### src/rtl/pipeline_hazard_ctrl_if.sv
// Bundle between the pipeline datapath and the hazard sequencer.
// The master side is the datapath: it reports stage status and receives
// the register enables, flushes and statistics. The slave side is the
// hazard sequencer itself.
interface pipeline_hazard_ctrl_if #(
    parameter int CNT_W = 16
);
    // Stage status reported by the datapath
    logic [4:0]       ID_rs;
    logic [4:0]       ID_rt;
    logic             ID_UsesRt;
    logic             EX_MemRead;
    logic [4:0]       EX_WriteRegister;
    logic             EX_BranchTaken;
    logic             MEM_MemAccess;
    logic             DMEM_Ready;

    // Pipeline controls produced by the sequencer
    logic             PC_Write;
    logic             IFID_Write;
    logic             IDEX_Write;
    logic             EXMEM_Write;
    logic             IFID_Flush;
    logic             IDEX_Flush;
    logic             MEMWB_Bubble;
    logic             MemTimeout;
    logic [CNT_W-1:0] StallCount;
    logic [CNT_W-1:0] FlushCount;

    modport master (
        output ID_rs, ID_rt, ID_UsesRt, EX_MemRead, EX_WriteRegister,
               EX_BranchTaken, MEM_MemAccess, DMEM_Ready,
        input  PC_Write, IFID_Write, IDEX_Write, EXMEM_Write,
               IFID_Flush, IDEX_Flush, MEMWB_Bubble, MemTimeout,
               StallCount, FlushCount
    );

    modport slave (
        input  ID_rs, ID_rt, ID_UsesRt, EX_MemRead, EX_WriteRegister,
               EX_BranchTaken, MEM_MemAccess, DMEM_Ready,
        output PC_Write, IFID_Write, IDEX_Write, EXMEM_Write,
               IFID_Flush, IDEX_Flush, MEMWB_Bubble, MemTimeout,
               StallCount, FlushCount
    );
endinterface

### src/rtl/pipeline_hazard_ctrl.sv
// Hazard sequencer for the 5-stage pipeline. Resolves load-use stalls,
// taken-branch flushes from EX and multi-cycle data-memory waits, and
// drives every pipeline-register enable/flush/bubble. A branch seen while
// memory is frozen is remembered and applied once, on the release cycle.
// Keeps saturating stall/flush counters and a sticky dmem timeout state.
module pipeline_hazard_ctrl #(
    parameter int TIMEOUT = 255,
    parameter int CNT_W   = 16
) (
    input  logic                  clk,
    input  logic                  rst_n,
    pipeline_hazard_ctrl_if.slave hz
);

    typedef enum logic [1:0] {
        S_RUN      = 2'd0,
        S_MEM_WAIT = 2'd1,
        S_ERROR    = 2'd2
    } state_t;

    localparam logic [CNT_W-1:0] TIMEOUT_L = CNT_W'(TIMEOUT);
    localparam logic [CNT_W-1:0] CNT_MAX   = {CNT_W{1'b1}};
    localparam logic [CNT_W-1:0] CNT_ONE   = {{(CNT_W-1){1'b0}}, 1'b1};

    state_t           state_reg;
    state_t           state_next;
    logic             pending_flush_reg;
    logic [CNT_W-1:0] timer_reg;

    logic memwait;
    logic loaduse;
    logic br;

    logic pc_write;
    logic ifid_write;
    logic idex_write;
    logic exmem_write;
    logic ifid_flush;
    logic idex_flush;
    logic memwb_bubble;
    logic mem_timeout;

    // Hazard detection terms, purely combinational on the current stage status
    always_comb begin
        memwait = hz.MEM_MemAccess && !hz.DMEM_Ready;
        loaduse = hz.EX_MemRead && (hz.EX_WriteRegister != 5'd0) &&
                  ((hz.EX_WriteRegister == hz.ID_rs) ||
                   (hz.ID_UsesRt && (hz.EX_WriteRegister == hz.ID_rt)));
        br      = hz.EX_BranchTaken || pending_flush_reg;
    end

    // State register
    always_ff @(posedge clk or negedge rst_n) begin
        if (!rst_n) begin
            state_reg <= S_RUN;
        end else begin
            state_reg <= state_next;
        end
    end

    // Next-state: enter wait on a stalled dmem access, leave on ready, trap on timeout
    always_comb begin
        state_next = state_reg;
        case (state_reg)
            S_RUN: begin
                if (memwait) begin
                    state_next = S_MEM_WAIT;
                end
            end
            S_MEM_WAIT: begin
                if (hz.DMEM_Ready) begin
                    state_next = S_RUN;
                end else if (timer_reg == TIMEOUT_L) begin
                    state_next = S_ERROR;
                end
            end
            S_ERROR: begin
                state_next = S_ERROR;
            end
            default: begin
                state_next = S_RUN;
            end
        endcase
    end

    // Mealy controls: freeze beats branch flush, which beats load-use stall
    always_comb begin
        pc_write     = 1'b1;
        ifid_write   = 1'b1;
        idex_write   = 1'b1;
        exmem_write  = 1'b1;
        ifid_flush   = 1'b0;
        idex_flush   = 1'b0;
        memwb_bubble = 1'b0;
        mem_timeout  = 1'b0;
        // While reset is asserted the pipeline sees plain RUN defaults
        if (rst_n) begin
            case (state_reg)
                S_RUN, S_MEM_WAIT: begin
                    // In RUN memwait covers the not-ready case; in MEM_WAIT
                    // any not-ready cycle keeps the pipeline frozen
                    if ((state_reg == S_RUN) ? memwait : !hz.DMEM_Ready) begin
                        pc_write     = 1'b0;
                        ifid_write   = 1'b0;
                        idex_write   = 1'b0;
                        exmem_write  = 1'b0;
                        memwb_bubble = 1'b1;
                    end else if (br) begin
                        // PC takes the branch target; younger instructions die,
                        // so a coincident load-use no longer matters
                        ifid_flush = 1'b1;
                        idex_flush = 1'b1;
                    end else if (loaduse) begin
                        pc_write   = 1'b0;
                        ifid_write = 1'b0;
                        idex_flush = 1'b1;
                    end
                end
                S_ERROR: begin
                    pc_write     = 1'b0;
                    ifid_write   = 1'b0;
                    idex_write   = 1'b0;
                    exmem_write  = 1'b0;
                    memwb_bubble = 1'b1;
                    mem_timeout  = 1'b1;
                end
                default: begin
                    pc_write = 1'b1;
                end
            endcase
        end
    end

    // Wait timer and deferred-branch latch; the flush is consumed on release
    always_ff @(posedge clk or negedge rst_n) begin
        if (!rst_n) begin
            timer_reg         <= '0;
            pending_flush_reg <= 1'b0;
        end else begin
            case (state_reg)
                S_RUN: begin
                    if (memwait) begin
                        timer_reg         <= CNT_ONE;
                        pending_flush_reg <= hz.EX_BranchTaken;
                    end
                end
                S_MEM_WAIT: begin
                    if (!hz.DMEM_Ready) begin
                        timer_reg         <= timer_reg + CNT_ONE;
                        pending_flush_reg <= pending_flush_reg | hz.EX_BranchTaken;
                    end else begin
                        timer_reg         <= '0;
                        pending_flush_reg <= 1'b0;
                    end
                end
                default: begin
                    timer_reg         <= timer_reg;
                    pending_flush_reg <= pending_flush_reg;
                end
            endcase
        end
    end

    // Index 0 counts stall cycles (PC held), index 1 counts flush cycles
    logic [1:0] stat_inc;
    assign stat_inc = {ifid_flush, !pc_write};

    genvar gi;
    generate
        for (gi = 0; gi < 2; gi++) begin : stat_gen
            logic [CNT_W-1:0] cnt_reg;

            // Saturating event counter, sticks at all-ones
            always_ff @(posedge clk or negedge rst_n) begin
                if (!rst_n) begin
                    cnt_reg <= '0;
                end else if (stat_inc[gi] && (cnt_reg != CNT_MAX)) begin
                    cnt_reg <= cnt_reg + CNT_ONE;
                end
            end
        end
    endgenerate

    assign hz.PC_Write     = pc_write;
    assign hz.IFID_Write   = ifid_write;
    assign hz.IDEX_Write   = idex_write;
    assign hz.EXMEM_Write  = exmem_write;
    assign hz.IFID_Flush   = ifid_flush;
    assign hz.IDEX_Flush   = idex_flush;
    assign hz.MEMWB_Bubble = memwb_bubble;
    assign hz.MemTimeout   = mem_timeout;
    assign hz.StallCount   = stat_gen[0].cnt_reg;
    assign hz.FlushCount   = stat_gen[1].cnt_reg;

endmodule

### src/flat_wrapper.sv
// flat-port wrapper written by rule: the top's interface ports become plain ports
module pipeline_hazard_ctrl_flat 
#(
    parameter int TIMEOUT = 255,
    parameter int CNT_W   = 16
)
  (clk, rst_n, hz_ID_rs, hz_ID_rt, hz_ID_UsesRt, hz_EX_MemRead, hz_EX_WriteRegister, hz_EX_BranchTaken, hz_MEM_MemAccess, hz_DMEM_Ready, hz_PC_Write, hz_IFID_Write, hz_IDEX_Write, hz_EXMEM_Write, hz_IFID_Flush, hz_IDEX_Flush, hz_MEMWB_Bubble, hz_MemTimeout, hz_StallCount, hz_FlushCount);
  pipeline_hazard_ctrl_if #(.CNT_W(CNT_W)) hz_i ();
  input  logic clk;
  input  logic rst_n;
  input wire logic [$bits(hz_i.ID_rs)-1:0] hz_ID_rs;
  input wire logic [$bits(hz_i.ID_rt)-1:0] hz_ID_rt;
  input wire logic [$bits(hz_i.ID_UsesRt)-1:0] hz_ID_UsesRt;
  input wire logic [$bits(hz_i.EX_MemRead)-1:0] hz_EX_MemRead;
  input wire logic [$bits(hz_i.EX_WriteRegister)-1:0] hz_EX_WriteRegister;
  input wire logic [$bits(hz_i.EX_BranchTaken)-1:0] hz_EX_BranchTaken;
  input wire logic [$bits(hz_i.MEM_MemAccess)-1:0] hz_MEM_MemAccess;
  input wire logic [$bits(hz_i.DMEM_Ready)-1:0] hz_DMEM_Ready;
  output wire logic [$bits(hz_i.PC_Write)-1:0] hz_PC_Write;
  output wire logic [$bits(hz_i.IFID_Write)-1:0] hz_IFID_Write;
  output wire logic [$bits(hz_i.IDEX_Write)-1:0] hz_IDEX_Write;
  output wire logic [$bits(hz_i.EXMEM_Write)-1:0] hz_EXMEM_Write;
  output wire logic [$bits(hz_i.IFID_Flush)-1:0] hz_IFID_Flush;
  output wire logic [$bits(hz_i.IDEX_Flush)-1:0] hz_IDEX_Flush;
  output wire logic [$bits(hz_i.MEMWB_Bubble)-1:0] hz_MEMWB_Bubble;
  output wire logic [$bits(hz_i.MemTimeout)-1:0] hz_MemTimeout;
  output wire logic [$bits(hz_i.StallCount)-1:0] hz_StallCount;
  output wire logic [$bits(hz_i.FlushCount)-1:0] hz_FlushCount;
  assign hz_i.ID_rs = hz_ID_rs;
  assign hz_i.ID_rt = hz_ID_rt;
  assign hz_i.ID_UsesRt = hz_ID_UsesRt;
  assign hz_i.EX_MemRead = hz_EX_MemRead;
  assign hz_i.EX_WriteRegister = hz_EX_WriteRegister;
  assign hz_i.EX_BranchTaken = hz_EX_BranchTaken;
  assign hz_i.MEM_MemAccess = hz_MEM_MemAccess;
  assign hz_i.DMEM_Ready = hz_DMEM_Ready;
  assign hz_PC_Write = hz_i.PC_Write;
  assign hz_IFID_Write = hz_i.IFID_Write;
  assign hz_IDEX_Write = hz_i.IDEX_Write;
  assign hz_EXMEM_Write = hz_i.EXMEM_Write;
  assign hz_IFID_Flush = hz_i.IFID_Flush;
  assign hz_IDEX_Flush = hz_i.IDEX_Flush;
  assign hz_MEMWB_Bubble = hz_i.MEMWB_Bubble;
  assign hz_MemTimeout = hz_i.MemTimeout;
  assign hz_StallCount = hz_i.StallCount;
  assign hz_FlushCount = hz_i.FlushCount;
  pipeline_hazard_ctrl #(.TIMEOUT(TIMEOUT), .CNT_W(CNT_W)) u_core (.clk(clk), .rst_n(rst_n), .hz(hz_i));
endmodule
### config.mk
export PLATFORM = sky130hd
export DESIGN_NAME = pipeline_hazard_ctrl_flat
export DESIGN_NICKNAME = d
export VERILOG_FILES = /design/src/rtl/pipeline_hazard_ctrl_if.sv /design/src/rtl/pipeline_hazard_ctrl.sv /design/src/flat_wrapper.sv
export SDC_FILE = /design/constraint.sdc
export NUM_CORES = 1
export LEC_CHECK = 0
export CAP_MARGIN = 30
export CORE_MARGIN = 1.5
export CORE_UTILIZATION = 57
export DETAILED_ROUTE_END_ITERATION = 12
export DONT_BUFFER_PORTS = 1
export GPL_TIMING_DRIVEN = 0
export PLACE_DENSITY = 0.75
export SETUP_SLACK_MARGIN = 0.1
export SYNTH_ARGS = -nofsm -noshare
export SYNTH_HDL_FRONTEND = slang
export SYNTH_SLANG_ARGS = --single-unit
export TNS_END_PERCENT = 30
### constraint.sdc
create_clock -name clk -period 1.98 [get_ports clk]
set_clock_uncertainty 0.2 [all_clocks]
set_input_delay 0.396 -clock clk [delete_from_list [all_inputs] [get_ports clk]]
set_output_delay 0.396 -clock clk [all_outputs]
set_load 0.05 [all_outputs]
[After elaboration in Yosys (flattened, before gate mapping)]
Index checks and enable logic that the tools add are counted.
Word-level totals
  output and inout port bits: 40
  register bits after elaboration: 51
  bits of input ports: 22
  word-level logic and storage cells: 67
Operators by class
  bitwise logic cells: 1
  reduce and logical (&&, ||, !) cells: 16
  equality and inequality tests: 9
  $add $sub $neg: 3
  multiplexer cells: 33
Operator list (number)
  16-bit by 1-bit adder with 16-bit output (second input constant): 3
  16-bit 2-to-1 mux: 2
  16-bit != test (second input constant): 2
  16-bit case mux with 2 select lines: 1
  1-bit 2-to-1 mux: 22
  16-bit by 8-bit equality test with 1-bit output (second input constant): 1
  5-bit equality test: 2
  1-bit case mux with 2 select lines: 4
  1-bit logical AND: 6
  2-bit 2-to-1 mux: 3
  2-bit case mux with 3 select lines: 1
  5-bit nonzero test: 1
  2-bit AND reduction: 2
  3-bit by 2-bit != test with 1-bit output (second input constant): 1
  2-bit by 1-bit equality test with 1-bit output (second input constant): 1
  2-bit equality test (second input constant): 1
  1-bit logical NOT: 2
  2-bit logical NOT: 1
  1-bit logical OR: 2
  2-bit by 1-bit != test with 1-bit output (second input constant): 1
  2-bit nonzero test: 1
  2-bit OR reduction: 1
  1-bit bitwise OR: 1

[Longest topological paths before layout]
  word-level depth: 11
  gate-level depth with buffers: 10
  depth with buffers taken out: 8

[Worst setup path after synthesis]
No wires, ideal clock.
  path type: register to output
  from: register u_core.state_reg[0]
  to: output port hz_PC_Write
  data arrival time: 3.489 ns
  slack: -2.105 ns
  path buffers: 2
  required time: 1.384 ns
  cell stages (with the launch flop): 8
  path through: dfrtp_1 > buf_4 > nor2_1 > nor3_2 > o21ai_0 > inv_1 > a31oi_4 > buf_4
On the way
  word-level cells in the longest chain between the ends: 5
  elaborated cells on any way between the ends: 8
  classes of those cells: eq/ne (2); mux (4); reduce/logical (2)
Ends and longest elaborated chain
  start, declared: RTL line pipeline_hazard_ctrl.sv:25  | state_t state_reg;
  start signal, assigned: RTL line pipeline_hazard_ctrl.sv:57  | state_reg <= state_next;
  2-bit logical NOT
  1-bit 2-to-1 mux: RTL line pipeline_hazard_ctrl.sv:102  | if ((state_reg == S_RUN) ? memwait : !hz.DMEM_Ready) begin
  1-bit 2-to-1 mux
  1-bit case mux with 2 select lines (*)
  1-bit 2-to-1 mux (*)
  end, declared: RTL line flat_wrapper.sv:19  | output wire logic [$bits(hz_i.PC_Write)-1:0] hz_PC_Write;
Every way passes the cells marked *; elsewhere a longest branch is shown, timed or not.

[Worst setup path after layout]
Same ends and word-level chain as after synthesis.

==> metrics.txt <==
Worst Hold Class in -> reg; Detail Placement HPWL 3500 um; grt ovf 0; total power 2.33 mW; worst r2r path cells 9; Layout Area Growth over Synthesis 19.4%; Buffers & Inverters on Critical Path 3; number of synthesized flops with an enable pin 0; PnR worst setup slack -1240 ps; clock latency on the worst-skew pair between 300 and 400 ps; crit end category primary output; Worst EP arrival ~2600 ps; Synth Instances approximately 260; filler cell count a little over 300; reg2reg end u_core.hz.StallCount[0]; Top delay family on crit path compound AO/OA/AOI/OAI gates; ys async rst share 1.00; ANT nets after route 0; vias in the first global route between 1500 and 2000; I/O pin cnt 62; via count of the routed design just under 2000; Final nets between 200 and 300; num rows 24; status finished with violations; Maximum Capacitance Violations 0; final instance count without filler cells between 300 and 400; drt pass-1 iters 4; post-synth cell types 42; Yosys reg bits 51; Pleak between 1 and 1.5 nW; commonest cells after routing, fill and taps aside dfrtp_1 (46), xnor2_1 (31), nor2_1 (21), nand2_1 (20); Chip Height 70.7 um; Reg2Reg Setup Slack -990 ps; Final Cycle Share 1.63; crit path launch type flop; Achievable Freq slightly above 0.3 GHz; Die Wd ~71 um; Final Max Tran Viols 0; core area between 0.004 and 0.005 mm2; GP Congestion roughly 0.8; number of hold violations in the final report 0; largest net degree at the start of global routing 52; Port Buffers 0; critical path's slowest cell a31oi_4; global-route wire length before repair 9220 um; pwr/cell area roughly 750 mW/mm2; CTS max path bufs 2; Slew HR 0.554; violations in the final reports negative setup slack; worst-path cell chain buf_6, nor2_4, nor3_4, o21ai_4, clkinvlp_4, a31oi_4, buf_6; peak supply drop ~0.42 mV; Final min period approximately 3200 ps; syn nets around 280; synthesis warning total 0; root buf cell clkbuf_8; Mapped Area about 0.0026 mm2; Via density between 5 and 6; Die ar. approximately 0.0050 mm2; Syn Area/Cell just over 10 um2; Crit Path Class reg -> out; unrepaired setup endpoints after global routing true; Diodes inserted 0; commonest non-fill, non-tap cell in the layout dfrtp_1; drt wl/cell approximately 17 um; final setup fails 41; Synth Flop Type dfrtp_1; H-tree levels 2; DRT iter0 DRCs 90; WL final between 5000 and 6000 um; initial antenna violation count 0; cts bufs inserted 5; Crit Reg-Reg Startpoint u_core.state_reg[0]; hold depth 2; CP Data Required Time between 1000 and 1500 ps; share of cells above drive strength 1 0.255; starting density of the core 0.596; worst slew pin tran 670 ps; CTS tree done; DRC viols 0; register area share after synthesis 0.489; WHS Endpoint u_core.pending_flush_reg; Max stage delay on crit path 560 ps; clock sink total between 50 and 60; placed cells 309; origin of the worst min-delay path hz_EX_BranchTaken; crit-path max FO 3; Global Route Usage Sum 0.232; CTS clk-pin slew, worst paths about 90 ps; most frequent CP cell buf_6
==> cells by family (layout without fill, tap and decap cells) <==
| group | count (synthesis) | in the layout | synth area share |
|---|---|---|---|
| buf+inv | 15 | 34 | 0.0292 |
| simple gates | 108 | 108 | 0.208 |
| flops | 51 | 51 | 0.489 |
| xor+xnor | 50 | 50 | 0.168 |
| compound gates | 25 | 25 | 0.0757 |
| fa+ha+maj | 3 | 3 | 0.0144 |
| mux | 4 | 4 | 0.0168 |
==> cell usage after synthesis (2+ instances only) <==
| master | number | area share |
|---|---|---|
| nor3_1 | 2 | 0.0038 |
| buf_4 | 3 | 0.0086 |
| o22ai_1 | 2 | 0.0048 |
| xor2_1 | 14 | 0.047 |
| nand4_1 | 10 | 0.024 |
| xnor2_1 | 36 | 0.12 |
| inv_1 | 8 | 0.011 |
| o21a_1 | 2 | 0.0057 |
| or4_1 | 3 | 0.0086 |
| nand2_1 | 24 | 0.034 |
| nand3_1 | 20 | 0.038 |
| and4_1 | 2 | 0.0067 |
| dfrtp_1 | 51 | 0.49 |
| a21oi_1 | 6 | 0.011 |
| mux2_2 | 3 | 0.013 |
| a31oi_1 | 2 | 0.0048 |
| ha_1 | 3 | 0.014 |
| and3_1 | 9 | 0.022 |
| and2_1 | 2 | 0.0048 |
| o21ai_0 | 5 | 0.0096 |
| nor2_1 | 28 | 0.040 |
==> how the worst max path moves through the flow <==
stage                              startpoint                 endpoint  slack, ps  cells past startpoint
after floorplan           u_core.state_reg[0]              hz_PC_Write       -840                      7
after global placement    u_core.state_reg[0]  u_core.hz.StallCount[7]       -980                     10
after detailed placement  u_core.state_reg[0]  u_core.hz.StallCount[7]      -1010                     10
after CTS                 u_core.state_reg[0]              hz_PC_Write      -1280                      7
after global routing      u_core.state_reg[0]              hz_PC_Write      -1320                      7
final                     u_core.state_reg[0]              hz_PC_Write      -1240                      7
==> metrics by stage <==
step                setup TNS [ps]  worst slack (ps)  hold WS (ps)  utilization  cell area [um2]
global route                -26630             -1320          89.7        0.711             3120
floorplan                   -17680              -843         -99.6            -             2680
CTS                         -23400             -1280          68.8        0.689             3020
global placement            -23850              -975         -98.4        0.627             2750
detailed placement          -24780             -1010         -98.2        0.629             2760
finish                      -22910             -1240          71.7        0.711             3120
==> power breakdown <==
part / switching [mW] / internal (mW) / total [mW] / leakage [nW]
sequential: 0.351 / 1.11 / 1.46 / 0.681
combinational: 0.140 / 0.145 / 0.285 / 0.617
clock: 0.342 / 0.248 / 0.590 / 0.0412
==> area by class of cell <==
cell class,count,area (um2),share of cell area
plain buffers,6,53.8,0.0172
inverters,9,37.5,0.0120
multi-input cells,190,1480,0.475
repair buffers,11,115,0.0369
well taps,52,65.1,0.0209
clock buffers,6,72.6,0.0233
flip-flops and latches,51,1280,0.411
clock inverters,2,12.5,0.00401
==> per-layer routing <==
layer | vias up | global-route usage | part of all wire
li1 | 910 | - | -
met1 | 978 | 0.289 | 0.42
met2 | 35 | 0.390 | 0.53
met3 | 8 | 0.0698 | 0.036
met4 | 0 | 0.0755 | 0.013
met5 | - | 0 | 0
==> what timing repair did <==
action	in CTS	in global routing
endpoints found under the hold margin	52	0
buffers inserted	5	1
gates cloned	1	0
hold buffers	3	0
endpoints found under the setup margin	45	52
resized for setup	23	22
pin swaps	10	11
Power figures use the tool's default switching activity.
